File: src/rtl/sequenciador_principal_pkg.sv
// Package pacote_principal
// Shared types and constants for the step sequencer:
//   codigo_t      - 2-bit state code {e1,e0}
//   estado_fsm_t  - control FSM states
//   SEG_xx        - 7-segment patterns {a,b,c,d,e,f,g} for each code
//   seg_de_codigo - maps a code to its display pattern
package pacote_principal;

  typedef logic [1:0] codigo_t;

  typedef enum logic [1:0] {
    OCIOSO   = 2'd0,
    AMOSTRA  = 2'd1,
    APLICA   = 2'd2,
    CONFIRMA = 2'd3
  } estado_fsm_t;

  localparam logic [6:0] SEG_00 = 7'b0001100;
  localparam logic [6:0] SEG_01 = 7'b1111010;
  localparam logic [6:0] SEG_10 = 7'b1111100;
  localparam logic [6:0] SEG_11 = 7'b1110011;

  function automatic logic [6:0] seg_de_codigo(input codigo_t c);
    logic [6:0] s;
    case (c)
      2'b00:   s = SEG_00;
      2'b01:   s = SEG_01;
      2'b10:   s = SEG_10;
      default: s = SEG_11;
    endcase
    return s;
  endfunction

endpackage

File: src/rtl/sequenciador_principal_logica_proximo_estado.sv
// Module logica_proximo_estado
// Purely combinational next-code function.
// Ports:
//   e [1:0] - current code {e1,e0}
//   p [3:0] - sampled debounced pushbuttons {p3,p2,p1,p0}
//   y [1:0] - next code {y1,y0}
module logica_proximo_estado
  import pacote_principal::*;
(
  input  codigo_t    e,
  input  logic [3:0] p,
  output codigo_t    y
);

  assign y[1] = e[1] | (~e[0] & p[3]) | (p[2] & p[1] & ~p[0]) | (p[2] & p[0] & ~p[3]);
  assign y[0] = (e[1] & ~p[3]) | (e[1] & ~p[2]) | (e[1] & p[1] & p[0])
              | (~e[1] & e[0]) | (~e[1] & p[3]);

endmodule

File: src/rtl/sequenciador_principal.sv
// Module sequenciador_principal
// Step sequencer: a 2-bit code advances one step at a time, either on a
// manual 4-phase request/acknowledge handshake or on an automatic tick
// every AUTO_DIV cycles. Each step samples the pushbuttons, applies the
// next-code function and refreshes a registered 7-segment display.
// Optional pushbutton debouncing is built when SEQUENCIADOR_DEBOUNCE_EN
// is defined; otherwise the synchronized buttons are used directly.
// Ports:
//   clk        - clock, all registers on rising edge
//   rst_n      - asynchronous active-low reset
//   p_in[3:0]  - pushbuttons p3..p0 (asynchronous)
//   passo_req  - manual step request level (asynchronous)
//   modo       - 0 manual, 1 automatic stepping (asynchronous)
//   passo_ack  - manual step done, held until passo_req seen low
//   ocupado    - FSM not idle
//   estado     - current code {e1,e0}
//   seg        - display pattern {a,b,c,d,e,f,g}, registered
module sequenciador_principal
  import pacote_principal::*;
#(
  parameter int DEB_CICLOS = 4,
  parameter int AUTO_DIV   = 8
) (
  input  logic       clk,
  input  logic       rst_n,
  input  logic [3:0] p_in,
  input  logic       passo_req,
  input  logic       modo,
  output logic       passo_ack,
  output logic       ocupado,
  output logic [1:0] estado,
  output logic [6:0] seg
);

  localparam int CW = (AUTO_DIV > 1) ? $clog2(AUTO_DIV) : 1;

  // Two-flop synchronizers for every asynchronous input.
  logic [3:0] p_meta_reg, p_sync_reg;
  logic       req_meta_reg, req_sync_reg;
  logic       modo_meta_reg, modo_sync_reg;

  always_ff @(posedge clk or negedge rst_n) begin
    if (!rst_n) begin
      p_meta_reg    <= '0;
      p_sync_reg    <= '0;
      req_meta_reg  <= 1'b0;
      req_sync_reg  <= 1'b0;
      modo_meta_reg <= 1'b0;
      modo_sync_reg <= 1'b0;
    end else begin
      p_meta_reg    <= p_in;
      p_sync_reg    <= p_meta_reg;
      req_meta_reg  <= passo_req;
      req_sync_reg  <= req_meta_reg;
      modo_meta_reg <= modo;
      modo_sync_reg <= modo_meta_reg;
    end
  end

  logic [3:0] p_deb;

`ifdef SEQUENCIADOR_DEBOUNCE_EN
  localparam int DCW = $clog2(DEB_CICLOS);

  // A bit flips only after DEB_CICLOS consecutive cycles of disagreement;
  // one agreeing cycle clears the run.
  for (genvar gi = 0; gi < 4; gi++) begin : g_deb
    logic [DCW-1:0] cnt_reg;
    logic           deb_reg;

    always_ff @(posedge clk or negedge rst_n) begin
      if (!rst_n) begin
        cnt_reg <= '0;
        deb_reg <= 1'b0;
      end else if (p_sync_reg[gi] == deb_reg) begin
        cnt_reg <= '0;
      end else if (cnt_reg == DCW'(DEB_CICLOS - 1)) begin
        cnt_reg <= '0;
        deb_reg <= p_sync_reg[gi];
      end else begin
        cnt_reg <= cnt_reg + 1'b1;
      end
    end

    assign p_deb[gi] = deb_reg;
  end
`else
  assign p_deb = p_sync_reg;
`endif

  // Automatic step timebase; parked at 0 in manual mode.
  logic [CW-1:0] cnt_reg;
  logic          tick;

  assign tick = (cnt_reg == CW'(AUTO_DIV - 1));

  always_ff @(posedge clk or negedge rst_n) begin
    if (!rst_n)             cnt_reg <= '0;
    else if (!modo_sync_reg) cnt_reg <= '0;
    else if (tick)           cnt_reg <= '0;
    else                     cnt_reg <= cnt_reg + 1'b1;
  end

  // Control FSM.
  estado_fsm_t state_reg, state_next;
  logic        manual_reg;
  logic [3:0]  p_reg;
  codigo_t     estado_reg, estado_next;
  logic [6:0]  seg_reg;

  logica_proximo_estado u_logica (
    .e (estado_reg),
    .p (p_reg),
    .y (estado_next)
  );

  always_ff @(posedge clk or negedge rst_n) begin
    if (!rst_n) begin
      state_reg  <= OCIOSO;
      manual_reg <= 1'b0;
      p_reg      <= '0;
      estado_reg <= 2'b00;
      seg_reg    <= SEG_00;
    end else begin
      state_reg <= state_next;
      // A request beats a coincident tick; the tick is simply lost.
      if (state_reg == OCIOSO && (req_sync_reg || tick))
        manual_reg <= req_sync_reg;
      if (state_reg == AMOSTRA)
        p_reg <= p_deb;
      if (state_reg == APLICA)
        estado_reg <= estado_next;
      seg_reg <= seg_de_codigo(estado_reg);
    end
  end

  always_comb begin
    state_next = state_reg;
    case (state_reg)
      OCIOSO:   if (req_sync_reg || tick) state_next = AMOSTRA;
      AMOSTRA:  state_next = APLICA;
      APLICA:   state_next = manual_reg ? CONFIRMA : OCIOSO;
      CONFIRMA: if (!req_sync_reg) state_next = OCIOSO;
      default:  state_next = OCIOSO;
    endcase
  end

  always_comb begin
    passo_ack = (state_reg == CONFIRMA);
    ocupado   = (state_reg != OCIOSO);
  end

  assign estado = estado_reg;
  assign seg    = seg_reg;

endmodule

File: config.mk
export PLATFORM = sky130hd
export DESIGN_NAME = sequenciador_principal
export DESIGN_NICKNAME = d
export VERILOG_FILES = /design/src/rtl/sequenciador_principal_pkg.sv /design/src/rtl/sequenciador_principal_logica_proximo_estado.sv /design/src/rtl/sequenciador_principal.sv
export SDC_FILE = /design/constraint.sdc
export NUM_CORES = 1
export LEC_CHECK = 0
export CORE_MARGIN = 2
export CORE_UTILIZATION = 35
export CTS_BUF_LIST = sky130_fd_sc_hd__clkbuf_8
export DETAILED_ROUTE_END_ITERATION = 8
export PLACE_DENSITY = 0.57
export SYNTH_ARGS = -nofsm -noshare
export SYNTH_HDL_FRONTEND = slang
export SYNTH_SLANG_ARGS = --single-unit
File: constraint.sdc
create_clock -name clk -period 1.7 [get_ports clk]
set_clock_uncertainty 0.15 [all_clocks]
set_input_delay 0.425 -clock clk [delete_from_list [all_inputs] [get_ports clk]]
set_output_delay 0.425 -clock clk [all_outputs]
set_load 0.05 [all_outputs]
==> metrics <==
status finished clean; via total after detailed routing 593; share of Yosys cell area claimed by the top area cell type 67.2%; relative contribution of sequential cells to total power 39.7%; netlist area before placement 1000 um2; Sinks on Clock Net 29; level count of the clock H-tree 2; row count 19; power per unit of standard cell area 1800 nW/um2; Congestion Overflow GR 0; worst path bufs/invs 1; Die ar. 3320 um2; required time reported for the critical path endpoint 1.12 ns; largest fanout on the critical path 7; static leakage power 0.666 nW; number of enable flip-flop cells after synthesis 0; post-layout minimum cycle time 1.65 ns; Clock Root Buffer sky130_fd_sc_hd__clkbuf_8; total inserted antenna cells 0; core box area 2730 um2; cell family contributing the most delay on the critical path flip-flops; RSZ-0062 raised after global routing no; highest attainable clock frequency 606 MHz; Inst Count DP 115; actual transition at the worst max-transition pin 0.267 ns; maximum single-stage delay on the critical path 0.45 ns; max cap viols 0; average via count per standard cell 4.74; number of flip-flops in the largest register 5; # DRC 0; max-slew violation count 0; CP Launch Type flop; number of optimization iterations in the first detailed-route pass 2; pin count of the biggest net entering global routing 30; final total negative setup slack 0 ns; vias in the first global route 606; maximum VDD drop 0.00133 V; final worst setup slack 0.0492 ns; final weighted congestion in routability-driven placement 0.760; cell with the largest stage delay on the worst path sky130_fd_sc_hd__dfrtp_2; Synth warnings 0; worst setup timing slack at the placement stage 0.208 ns; Die Height 57.6 um; Die W 57.6 um; cell type contributing the most total cell area after synthesis sky130_fd_sc_hd__dfrtp_1; number of DRC violations after detailed-routing iteration 0 7; wire length of the first global-routing pass 2.58 mm; synth unique cells 28; clock tree from TritonCTS done; relative contribution of combinational cells to total power 39.8%; maximum buffer depth of the clock tree 2; final cell count without fillers 125; Post-Syn Nets 79; ports placed on the boundary 19; chain of cells forming the critical path and2_1 > buf_12; Final setup violation count 0; worst path arrival time 1.08 ns; switching share of power 34.3%; Clock Pin Slew Worst Setup and Hold Paths 0.06 ns; cells after synthesis 69; flip-flop and latch count after synthesis 29; min-delay worst type reg2reg; worst slew margin relative to its limit 82.2%; post-cts hold buffer count 0; top post-synthesis cells by area sky130_fd_sc_hd__dfrtp_1, sky130_fd_sc_hd__dfstp_2, sky130_fd_sc_hd__mux2_1, sky130_fd_sc_hd__ha_1, sky130_fd_sc_hd__inv_1; clock network power share 20.5%; part of the Yosys area used for sequential elements 72.5%; layout cells sized above 1 29.8%; overall global routing resource usage 11.1%; number of buffer cells added on primary ports 18; most instantiated flip-flop cell in the synthesis netlist sky130_fd_sc_hd__dfrtp_1; DP HPWL 997 um; hold violation total from the final report 0; final worst path period share 97.1%; growth of design area from synthesis to finish 43.6%; WL per Instance 11.3 um; asr flop ratio synth 100%; class of the most critical setup path reg2out; latest clock arrival within the worst-skew pair 0.27 ns; synthesized area divided by synthesized cell count 14.6 um2; Routed WL 1.41 mm; Pint 1.70 mW; CTS buffer count 5; Final Net Count 104; power dissipated by switching net loads 0.890 mW; endpoint class of the critical path output port; number of nets with antenna violations after detailed routing 0; initial antenna violation count 0; effective utilization at floorplan 36.8%
-- cells in the mapped netlist (all sizes together), types with 2 or more instances --
master  instances
dfrtp          27
nand2           4
inv             5
o21ai           2
a21oi           3
and2            2
ha              2
mux2            3
buf             3
dfstp           2
-- kinds of logic after synthesis --
logic type | count (synthesis) | synth area share, %
AOI/OAI and AO/OA | 10 | 6.60
and+or+nand+nor | 15 | 9.22
muxes | 4 | 4.36
buffers and inverters | 9 | 4.86
adders and majority gates | 2 | 2.49
DFF | 29 | 72.5
-- power groups by stage --
stage          Clock (mW)  Combinational [mW]  Sequential, mW
2_1_floorplan           0               0.393            1.17
3_3_place_gp            0               0.960            1.04
3_5_place_dp            0               0.964            1.05
4_1_cts             0.552                1.02            1.03
5_1_grt             0.598                1.10            1.06
6_report            0.532                1.03            1.03
-- layout by cell type, fill, tap and decap left out, drive strengths merged, types with 2 or more instances in the layout --
| master | count |
|---|---|
| mux2 | 3 |
| dfrtp | 27 |
| dfstp | 2 |
| and2 | 2 |
| buf | 15 |
| clkdlybuf4s50 | 7 |
| nand2 | 4 |
| ha | 2 |
| inv | 6 |
| a21oi | 3 |
| clkbuf | 6 |
| o21ai | 2 |
-- stage by stage --
stage	total power, mW	cell area [um2]	hold WS (ns)	utilization [%]
global placement	2.00	1320	0.182	48.4
global route	2.75	1440	0.208	52.8
floorplan	1.56	1000	-0.0206	-
CTS	2.60	1430	0.199	52.3
detailed placement	2.01	1320	0.187	48.4
finish	2.59	1440	0.196	52.8
-- metal layers --
layer  vias up  part of all wire (%)  global-route usage, %  routed length [um]
met5         -                     0                      0                   0
met2        24                    48                   16.4                 680
met3         5                   7.7                   7.03                 109
met1       286                    41                   12.3                 583
li1        278                     -                      -                   -
met4         0                   2.6                   5.98                  36
-- worst reg2reg max path, cell delays in order, from the launching register on --
cell and delay, ns:
sky130_fd_sc_hd__dfrtp_1 0.38, sky130_fd_sc_hd__ha_1 0.20, sky130_fd_sc_hd__ha_1 0.23, sky130_fd_sc_hd__o32ai_1 0.28, sky130_fd_sc_hd__a21oi_1 0.08
-- final cells by class --
class / instances / area, um2
fill: 240 / 1290
sequential: 29 / 731
timing repair buffer: 22 / 333
multi-input combinational: 31 / 235
clock buffer: 6 / 82.6
tap: 31 / 38.8
inverter: 5 / 18.8
clock inverter: 1 / 3.75
-- final timing paths --
check	start	end	slack [ns]	cells after the start
max	state_reg[1]	passo_ack	0.05	2
min	modo_meta_reg	modo_sync_reg	0.20	0
max reg2reg	cnt_reg[0]	state_reg[0]	0.28	4
min reg2reg	modo_meta_reg	modo_sync_reg	0.20	0
max in group asynchronous	rst_n	seg[3]	0.81	2
min in group asynchronous	rst_n	seg[1]	0.36	2
-- what timing repair did --
action / 4_1_cts / 5_1_grt
endpoints found under the setup margin: 1 / 2
setup buffers: 2 / 1
resized for setup: 3 / 1
endpoints found under the hold margin: 0 / 0
Power figures use the tool's default switching activity.
